--- src/rtl/shared_port_sequencer_if.sv ---
// Memory-side request/ready/rvalid bundle for the shared port sequencer.
// master modport: the sequencer (drives request fields, receives ready/rvalid/rdata).
// slave modport : the memory (receives request fields, drives ready/rvalid/rdata).
interface shared_port_sequencer_if #(
   parameter int ADDR_W = 32,
   parameter int DATA_W = 32
);
   logic              mem_req;
   logic              mem_we;
   logic [ADDR_W-1:0] mem_addr;
   logic [DATA_W-1:0] mem_wdata;
   logic              mem_ready;
   logic              mem_rvalid;
   logic [DATA_W-1:0] mem_rdata;

   modport master (
      output mem_req, mem_we, mem_addr, mem_wdata,
      input  mem_ready, mem_rvalid, mem_rdata
   );

   modport slave (
      input  mem_req, mem_we, mem_addr, mem_wdata,
      output mem_ready, mem_rvalid, mem_rdata
   );
endinterface

--- src/rtl/shared_port_sequencer.sv ---
// Shared port sequencer: takes the winner chosen by the read/write priority
// arbiter, runs that one transaction on the single memory port and returns
// ack / read completion / timeout error to the winning master.
// Ports:
//   clk, arst            clock, asynchronous active-high reset
//   arb_rd_found/wr_found/winner_id   arbiter result, sampled only in IDLE
//   m_addr, m_wdata      packed per-master request fields
//   arb_en               high while IDLE (arbiter result is being sampled)
//   m_ack                one-cycle accept pulse to the winner
//   m_rvalid, m_err      one-cycle read completion, err marks a timeout
//   m_rdata              shared read data, holds between completions
//   mem                  memory-side request/ready/rvalid bundle
//   busy                 transaction in flight
module shared_port_sequencer #(
   parameter int NUM_MASTERS = 2,
   parameter int ADDR_W      = 32,
   parameter int DATA_W      = 32,
   parameter int RSP_TIMEOUT = 255
) (
   input  logic                          clk,
   input  logic                          arst,
   input  logic                          arb_rd_found,
   input  logic                          arb_wr_found,
   input  logic [$clog2(NUM_MASTERS)-1:0] arb_winner_id,
   input  logic [NUM_MASTERS*ADDR_W-1:0] m_addr,
   input  logic [NUM_MASTERS*DATA_W-1:0] m_wdata,
   output logic                          arb_en,
   output logic [NUM_MASTERS-1:0]        m_ack,
   output logic [NUM_MASTERS-1:0]        m_rvalid,
   output logic [NUM_MASTERS-1:0]        m_err,
   output logic [DATA_W-1:0]             m_rdata,
   shared_port_sequencer_if.master       mem,
   output logic                          busy
);

   localparam int ID_W    = $clog2(NUM_MASTERS);
   localparam int CNT_W   = (RSP_TIMEOUT > 1) ? $clog2(RSP_TIMEOUT + 1) : 1;
   // Last counter value before the timeout fires; the error is issued from
   // the RSP_TIMEOUT-th WAIT_RD cycle without data.
   localparam int TO_LAST = (RSP_TIMEOUT > 0) ? RSP_TIMEOUT - 1 : 0;
   localparam logic [ID_W:0] NM_LIM = NUM_MASTERS[ID_W:0];

   typedef enum logic [1:0] {IDLE, ISSUE, WAIT_RD} state_t;

   state_t                   state_q, state_d;
   logic [ID_W-1:0]          id_q, id_d;
   logic                     we_q, we_d;
   logic [ADDR_W-1:0]        addr_q, addr_d;
   logic [DATA_W-1:0]        wdata_q, wdata_d;
   logic [CNT_W-1:0]         cnt_q, cnt_d;
   logic [NUM_MASTERS-1:0]   ack_q, ack_d;
   logic [NUM_MASTERS-1:0]   rvalid_q, rvalid_d;
   logic [NUM_MASTERS-1:0]   err_q, err_d;
   logic [DATA_W-1:0]        rdata_q, rdata_d;
   logic                     mem_req_q, mem_req_d;
   logic                     arb_en_q, arb_en_d;

   logic [ADDR_W-1:0]        sel_addr;
   logic [DATA_W-1:0]        sel_wdata;
   logic                     id_ok;

   function automatic logic [NUM_MASTERS-1:0] onehot(input logic [ID_W-1:0] id);
      logic [NUM_MASTERS-1:0] v;
      v = '0;
      for (int i = 0; i < NUM_MASTERS; i++) begin
         if (id == ID_W'(i)) v[i] = 1'b1;
      end
      return v;
   endfunction

   // Compare-based select keeps an out-of-range id from indexing past the bus.
   always_comb begin
      sel_addr  = '0;
      sel_wdata = '0;
      for (int i = 0; i < NUM_MASTERS; i++) begin
         if (arb_winner_id == ID_W'(i)) begin
            sel_addr  = m_addr[i*ADDR_W +: ADDR_W];
            sel_wdata = m_wdata[i*DATA_W +: DATA_W];
         end
      end
   end

   assign id_ok = ({1'b0, arb_winner_id} < NM_LIM);

   always_comb begin
      state_d   = state_q;
      id_d      = id_q;
      we_d      = we_q;
      addr_d    = addr_q;
      wdata_d   = wdata_q;
      cnt_d     = cnt_q;
      ack_d     = '0;
      rvalid_d  = '0;
      err_d     = '0;
      rdata_d   = rdata_q;
      mem_req_d = mem_req_q;
      case (state_q)
         IDLE: begin
            if ((arb_rd_found || arb_wr_found) && id_ok) begin
               state_d   = ISSUE;
               id_d      = arb_winner_id;
               we_d      = ~arb_rd_found;   // read wins when both are flagged
               addr_d    = sel_addr;
               wdata_d   = sel_wdata;
               ack_d     = onehot(arb_winner_id);
               mem_req_d = 1'b1;
            end
         end
         ISSUE: begin
            if (mem.mem_ready) begin
               mem_req_d = 1'b0;
               cnt_d     = '0;
               if (we_q) begin
                  state_d = IDLE;
               end else if (mem.mem_rvalid) begin
                  // zero-latency read: complete without visiting WAIT_RD
                  state_d  = IDLE;
                  rvalid_d = onehot(id_q);
                  rdata_d  = mem.mem_rdata;
               end else begin
                  state_d = WAIT_RD;
               end
            end
         end
         WAIT_RD: begin
            if (mem.mem_rvalid) begin
               // data beats a same-cycle timeout
               state_d  = IDLE;
               rvalid_d = onehot(id_q);
               rdata_d  = mem.mem_rdata;
            end else if ((RSP_TIMEOUT != 0) && (cnt_q == CNT_W'(TO_LAST))) begin
               state_d  = IDLE;
               rvalid_d = onehot(id_q);
               err_d    = onehot(id_q);
               rdata_d  = '0;
            end else begin
               cnt_d = cnt_q + CNT_W'(1);
            end
         end
         default: begin
            state_d   = IDLE;
            mem_req_d = 1'b0;
         end
      endcase
      arb_en_d = (state_d == IDLE);
   end

   always_ff @(posedge clk or posedge arst) begin
      if (arst) begin
         state_q   <= IDLE;
         id_q      <= '0;
         we_q      <= 1'b0;
         addr_q    <= '0;
         wdata_q   <= '0;
         cnt_q     <= '0;
         ack_q     <= '0;
         rvalid_q  <= '0;
         err_q     <= '0;
         rdata_q   <= '0;
         mem_req_q <= 1'b0;
         arb_en_q  <= 1'b1;
      end else begin
         state_q   <= state_d;
         id_q      <= id_d;
         we_q      <= we_d;
         addr_q    <= addr_d;
         wdata_q   <= wdata_d;
         cnt_q     <= cnt_d;
         ack_q     <= ack_d;
         rvalid_q  <= rvalid_d;
         err_q     <= err_d;
         rdata_q   <= rdata_d;
         mem_req_q <= mem_req_d;
         arb_en_q  <= arb_en_d;
      end
   end

   assign arb_en        = arb_en_q;
   assign busy          = ~arb_en_q;
   assign m_ack         = ack_q;
   assign m_rvalid      = rvalid_q;
   assign m_err         = err_q;
   assign m_rdata       = rdata_q;
   assign mem.mem_req   = mem_req_q;
   assign mem.mem_we    = we_q;
   assign mem.mem_addr  = addr_q;
   assign mem.mem_wdata = wdata_q;

endmodule

--- src/flat_wrapper.sv ---
// flat-port wrapper written by rule: the top's interface ports become plain ports
module shared_port_sequencer_flat 
#(
   parameter int NUM_MASTERS = 2,
   parameter int ADDR_W      = 32,
   parameter int DATA_W      = 32,
   parameter int RSP_TIMEOUT = 255
)
  (clk, arst, arb_rd_found, arb_wr_found, arb_winner_id, m_addr, m_wdata, arb_en, m_ack, m_rvalid, m_err, m_rdata, busy, mem_mem_req, mem_mem_we, mem_mem_addr, mem_mem_wdata, mem_mem_ready, mem_mem_rvalid, mem_mem_rdata);
  shared_port_sequencer_if #(.ADDR_W(ADDR_W), .DATA_W(DATA_W)) mem_i ();
  input  logic clk;
  input  logic arst;
  input  logic arb_rd_found;
  input  logic arb_wr_found;
  input  logic [$clog2(NUM_MASTERS)-1:0] arb_winner_id;
  input  logic [NUM_MASTERS*ADDR_W-1:0] m_addr;
  input  logic [NUM_MASTERS*DATA_W-1:0] m_wdata;
  output logic arb_en;
  output logic [NUM_MASTERS-1:0] m_ack;
  output logic [NUM_MASTERS-1:0] m_rvalid;
  output logic [NUM_MASTERS-1:0] m_err;
  output logic [DATA_W-1:0] m_rdata;
  output logic busy;
  output wire logic [$bits(mem_i.mem_req)-1:0] mem_mem_req;
  output wire logic [$bits(mem_i.mem_we)-1:0] mem_mem_we;
  output wire logic [$bits(mem_i.mem_addr)-1:0] mem_mem_addr;
  output wire logic [$bits(mem_i.mem_wdata)-1:0] mem_mem_wdata;
  input wire logic [$bits(mem_i.mem_ready)-1:0] mem_mem_ready;
  input wire logic [$bits(mem_i.mem_rvalid)-1:0] mem_mem_rvalid;
  input wire logic [$bits(mem_i.mem_rdata)-1:0] mem_mem_rdata;
  assign mem_mem_req = mem_i.mem_req;
  assign mem_mem_we = mem_i.mem_we;
  assign mem_mem_addr = mem_i.mem_addr;
  assign mem_mem_wdata = mem_i.mem_wdata;
  assign mem_i.mem_ready = mem_mem_ready;
  assign mem_i.mem_rvalid = mem_mem_rvalid;
  assign mem_i.mem_rdata = mem_mem_rdata;
  shared_port_sequencer #(.NUM_MASTERS(NUM_MASTERS), .ADDR_W(ADDR_W), .DATA_W(DATA_W), .RSP_TIMEOUT(RSP_TIMEOUT)) u_core (.clk(clk), .arst(arst), .arb_rd_found(arb_rd_found), .arb_wr_found(arb_wr_found), .arb_winner_id(arb_winner_id), .m_addr(m_addr), .m_wdata(m_wdata), .arb_en(arb_en), .m_ack(m_ack), .m_rvalid(m_rvalid), .m_err(m_err), .m_rdata(m_rdata), .mem(mem_i), .busy(busy));
endmodule
--- config.mk ---
export PLATFORM = sky130hd
export DESIGN_NAME = shared_port_sequencer_flat
export DESIGN_NICKNAME = d
export VERILOG_FILES = /design/src/rtl/shared_port_sequencer_if.sv /design/src/rtl/shared_port_sequencer.sv /design/src/flat_wrapper.sv
export SDC_FILE = /design/constraint.sdc
export NUM_CORES = 1
export LEC_CHECK = 0
export CAP_MARGIN = 20
export CORE_MARGIN = 3
export CORE_UTILIZATION = 37
export CTS_BUF_LIST = sky130_fd_sc_hd__clkbuf_4
export CTS_CLUSTER_SIZE = 28
export DETAILED_ROUTE_END_ITERATION = 7
export PLACE_DENSITY = 0.82
export SLEW_MARGIN = 0
export SYNTH_ARGS = -nofsm -noshare
export SYNTH_HDL_FRONTEND = slang
export SYNTH_SLANG_ARGS = --single-unit
--- constraint.sdc ---
create_clock -name clk -period 3.6 [get_ports clk]
set_clock_uncertainty 0.05 [all_clocks]
set_input_delay 0.54 -clock clk [delete_from_list [all_inputs] [get_ports clk]]
set_output_delay 0.54 -clock clk [all_outputs]
set_load 0.05 [all_outputs]
# After elaboration in Yosys (flattened, before gate mapping)
# Index checks and enable logic that the tools add are counted.
# W data, S select, Z words.
# totals
ff_bits	116
out_inout_bits	106
input_bits	167
# op_classes
bitwise	3
add_sub_neg	1
n_mux	36
reduce_logical	8
n_eq_ne	10
# ops
op	count
$mux W32	7
$pmux W32 S2	1
$mux W2	15
$mux W8	3
$pmux W8 S2	1
$ne A2 B2 Y1 const B	5
$add A8 B1 Y8 const B	1
$eq A8 B8 Y1 const B	1
$mux W1	6
$pmux W2 S3	1
$reduce_and A5 Y1	1
$logic_not A2 Y1	2
$pmux W2 S2	1
$reduce_and A4 Y1	1
$ne A3 B2 Y1 const B	1
$not A1 Y1	3
$pmux W1 S3	1
$reduce_and A3 Y1	1
$eq A2 B1 Y1 const B	1
$eq A2 B2 Y1 const B	1
$ne A2 B1 Y1 const B	1
$reduce_and A2 Y1	1
$reduce_bool A2 Y1	1
$logic_or A1 B1 Y1	1

# Depth between registers and ports, before layout
# depth
word_depth	5
depth_mapped	7
mapped_depth_nobuf	6

# Worst setup path before layout
# No wires, ideal clock.
# synth_path
path_type	register -> register
from	register u_core.state_q[1]
to	register u_core.cnt_q[7]
period_less_slack_ps	1932
path_stages_with_launch	7
arrival_ps	1805
setup_slack_ps	1668
path_cell_list	dfrtp_1 -> inv_1 -> ha_1 -> nor2b_4 -> or4_4 -> or4_1 -> a21oi_1
# synth_between
elab_chain_len	3
# synth_rtl
item	line_no	rtl
start, declared	shared_port_sequencer.sv:45	state_t state_q, state_d;
start signal, assigned	shared_port_sequencer.sv:163	state_q <= state_d;
$eq A2 B2 Y1 / $eq A2 B1 Y1 (equally long branches)	shared_port_sequencer.sv:97	case (state_q)
$ne A2 B2 Y1 (no source line) / $reduce_bool A2 Y1 (equally long branches)	n/a	
$reduce_and A4 Y1 (no source line)	n/a	
end signal, assigned	shared_port_sequencer.sv:168	cnt_q <= cnt_d;
end, declared	shared_port_sequencer.sv:50	logic [CNT_W-1:0] cnt_q, cnt_d;
# Several ways; a longest one is shown, not always the timed one.
# A chain may end at the register's enable or synchronous reset.

# Worst setup path in the final report
# layout_path
from	register u_core.arb_en_q, in the netlist u_core.arb_en
to	output port arb_en
# layout_lines
item	line_no	rtl
start, declared	shared_port_sequencer.sv:56	logic arb_en_q, arb_en_d;
start signal, assigned	shared_port_sequencer.sv:174	arb_en_q <= arb_en_d;
end, declared	flat_wrapper.sv:18	output logic arb_en;
# No word-level cell between the ends.

==> flow_summary.json <==
{
  "fin_crit_ns": 2.45,
  "drcViolationCount": 0,
  "cp.required_ns": 3.01,
  "overflow": 0,
  "die_h_um": 123,
  "post_cts_buffers": 0,
  "gp_congestion": 0.799,
  "finalCritPeriodShare_pct": 68.1,
  "worst_slew_pin_slew_ns": 0.743,
  "clk_latency_ns": 0.51,
  "first_global_vias": 4595,
  "synth_cells": 461,
  "cp_max_fo": 2,
  "avgSynthCellArea_um2": 11.1,
  "core-area_mm2": 0.0133,
  "dp_cells": 884,
  "synthTopCellsByArea": "dfrtp_1 56%, mux2i_1 13%, o21ai_0 6.5%",
  "slew_violations": 0,
  "routed_via_density": 4.89,
  "vias": 4484,
  "cap_violations": 0,
  "boundaryPins": 273,
  "start_kind": "flop",
  "clkTransAtPathRegs_ns": 0.11,
  "crit_family": "buffers and inverters",
  "ys_ff_latch": 116,
  "grt.total_usage_pct": 19.6,
  "synthDistinctLibCells": 41,
  "area_growth_pct": 62.3,
  "crit_type": "flop to primary output",
  "cts_tree": "yes",
  "antenna_found_initial": 0,
  "synth_top_area_share_pct": 56.5,
  "cp_num_buf_inv": 1,
  "cp-end-kind": "primary output",
  "row_count": 42,
  "cts_resized": 0,
  "yosys_warnings": 0,
  "min_path_type": "flop to flop",
  "power.leakage_nw": 3.60,
  "final_nets": 901,
  "totalWireLength_um": 14800,
  "rsz0062_at_grt": "no",
  "fillers": 1074,
  "status": "completed",
  "drt_pre_antenna_iters": 4,
  "start_util_pct": 38.2,
  "place_hpwl_um": 11300,
  "critical_path_arrival_ns": 1.86,
  "port_buffers": 272,
  "critical_path.max_stage_delay_ns": 0.80,
  "placed_area_mm2": 0.00799,
  "cp_cell_sequence": "clkdlybuf4s50_1",
  "ant_nets": 0,
  "clockBufferDepth": 2,
  "dr.first_iter.drc_count": 251,
  "crit_path_top_delay_cell": "clkdlybuf4s50_1",
  "die-area_mm2": 0.0152,
  "hold_viol": 0,
  "cts.sinks": 116,
  "layout-drive-gt1-share_pct": 5.67,
  "fin_tns_setup_ns": 0,
  "ys_seq_area_share_pct": 57.0,
  "irDropWorstVdd_uv": 404,
  "grt_max_degree": 117,
  "total_power_w": 0.00767,
  "power-per-cell-area_mw_per_mm2": 928,
  "synth.largest_area_cell": "dfrtp_1",
  "hold_buffers": 0,
  "timing.slew.headroom_pct": 50.4,
  "finalSetupViolations": 0,
  "postLayoutCellArea_mm2": 0.00827,
  "grt_first_pass_wirelength_um": 23100,
  "h-tree-depth": 4,
  "numCtsBuffers": 17,
  "clockRootBuffer": "clkbuf_4",
  "chipWidth_um": 123,
  "synth_fp_nets": 634,
  "n_antenna_cell": 0,
  "synth_area_mm2": 0.00510,
  "max_freq_mhz": 408,
  "wl_per_cell_um": 16.1,
  "stdcell_count": 917
}
final cells by class:
cell class / instances / area (um2) / share of cell area [%]
Timing Repair Buffer: 278 / 2810 / 34.0
Clock inverter: 14 / 119 / 1.44
Inverter: 7 / 30.0 / 0.363
Sequential cell: 116 / 2900 / 35.1
Multi-Input combinational cell: 308 / 2050 / 24.8
Tap cell: 176 / 220 / 2.66
Clock buffer: 18 / 135 / 1.63
cell families after synthesis:
| kind of cell | share of synthesized area (%) |
|---|---|
| fa+ha+maj | 1.47 |
| buf+inv | 2.95 |
| mux | 13.2 |
| flops | 57.0 |
| simple gates | 9.94 |
| compound gates | 15.5 |
state kept, by name, summed over array words and instances (netlist names):
name,count
u_core.arb_en,1
u_core.cnt_q,8
u_core.id_q,1
u_core.m_ack,2
u_core.m_err,2
u_core.m_rdata,32
u_core.m_rvalid,2
u_core.mem.mem_addr,32
u_core.mem.mem_req,1
u_core.mem.mem_wdata,32
u_core.mem.mem_we,1
u_core.state_q,2
where the power goes:
part	switching [W]	total, W	internal [W]
clock	0.000483	0.000884	0.000401
sequential	0.000321	0.00220	0.00188
combinational	0.00302	0.00459	0.00158
stage by stage:
step	setup slack [ns]	util, %	hold slack [ns]
2_1_floorplan	1.60	-	0.405
3_3_place_gp	0.997	59.9	0.413
5_1_grt	1.03	62.0	0.465
6_report	1.15	62.0	0.436
4_1_cts	1.07	61.8	0.443
3_5_place_dp	0.880	59.9	0.420
final timing paths:
kind | end | depth (start not counted) | start | slack [ns]
hold / removal | u_core.mem.mem_addr[30] | 2 | u_core.mem.mem_addr[30] | 0.44
setup / recovery | arb_en | 1 | u_core.arb_en | 1.15
hold reg to reg | u_core.mem.mem_addr[30] | 2 | u_core.mem.mem_addr[30] | 0.44
max in group asynchronous | u_core.mem.mem_addr[29] | 3 | arst | 2.52
min in group asynchronous | u_core.m_rdata[21] | 3 | arst | 0.51
setup reg to reg | u_core.m_rdata[26] | 7 | u_core.state_q[0] | 1.36
Yosys cell counts (all sizes together):
cell type and count:
nor3b 1, o32a 1, mux2i 66, clkbuf 20, ha 6, or4 4, a211oi 3, or2 1
a32oi 1, and3 1, nand2b 3, a221oi 1, and3b 1, inv 7, dfrtp 115, nor2 11
a22oi 1, o41ai 1, nor3 2, a21o 1, buf 10, nand3 4, dfstp 1, o31ai 3
nor2b 3, mux2 1, a21oi 5, a2111o 1, nor4b 1, o21ai 70, a22o 32, o21a 1
nand2 75, o21bai 2, nand4 5
per-layer routing:
metal / global-route usage (%) / wire length, um / vias to the layer above
met5: 0 / 0 / -
met4: 7.13 / 235 / 0
met3: 8.37 / 1500 / 21
met2: 32.9 / 7540 / 193
met1: 22.2 / 5480 / 2083
li1: - / - / 2187
placed cells by master, fill, tap and decap left out, drive strengths merged, types with 6 or more instances in the layout:
| cell type | instances |
|---|---|
| a22o | 32 |
| inv | 6 |
| buf | 7 |
| nand2 | 75 |
| nor2 | 11 |
| clkinv | 10 |
| clkdlybuf4s50 | 271 |
| mux2i | 66 |
| ha | 6 |
| dfrtp | 115 |
| o21ai | 70 |
| clkbuf | 18 |
worst register-to-register path, stage by stage (launching register included):
cell and delay (ns):
dfrtp_1 0.42, inv_1 0.13, ha_1 0.37, nor2b_1 0.36
o21ai_2 0.18, nand3_1 0.12, buf_4 0.32, a22o_1 0.23
Note: power is estimated with default switching activity, not from simulation.
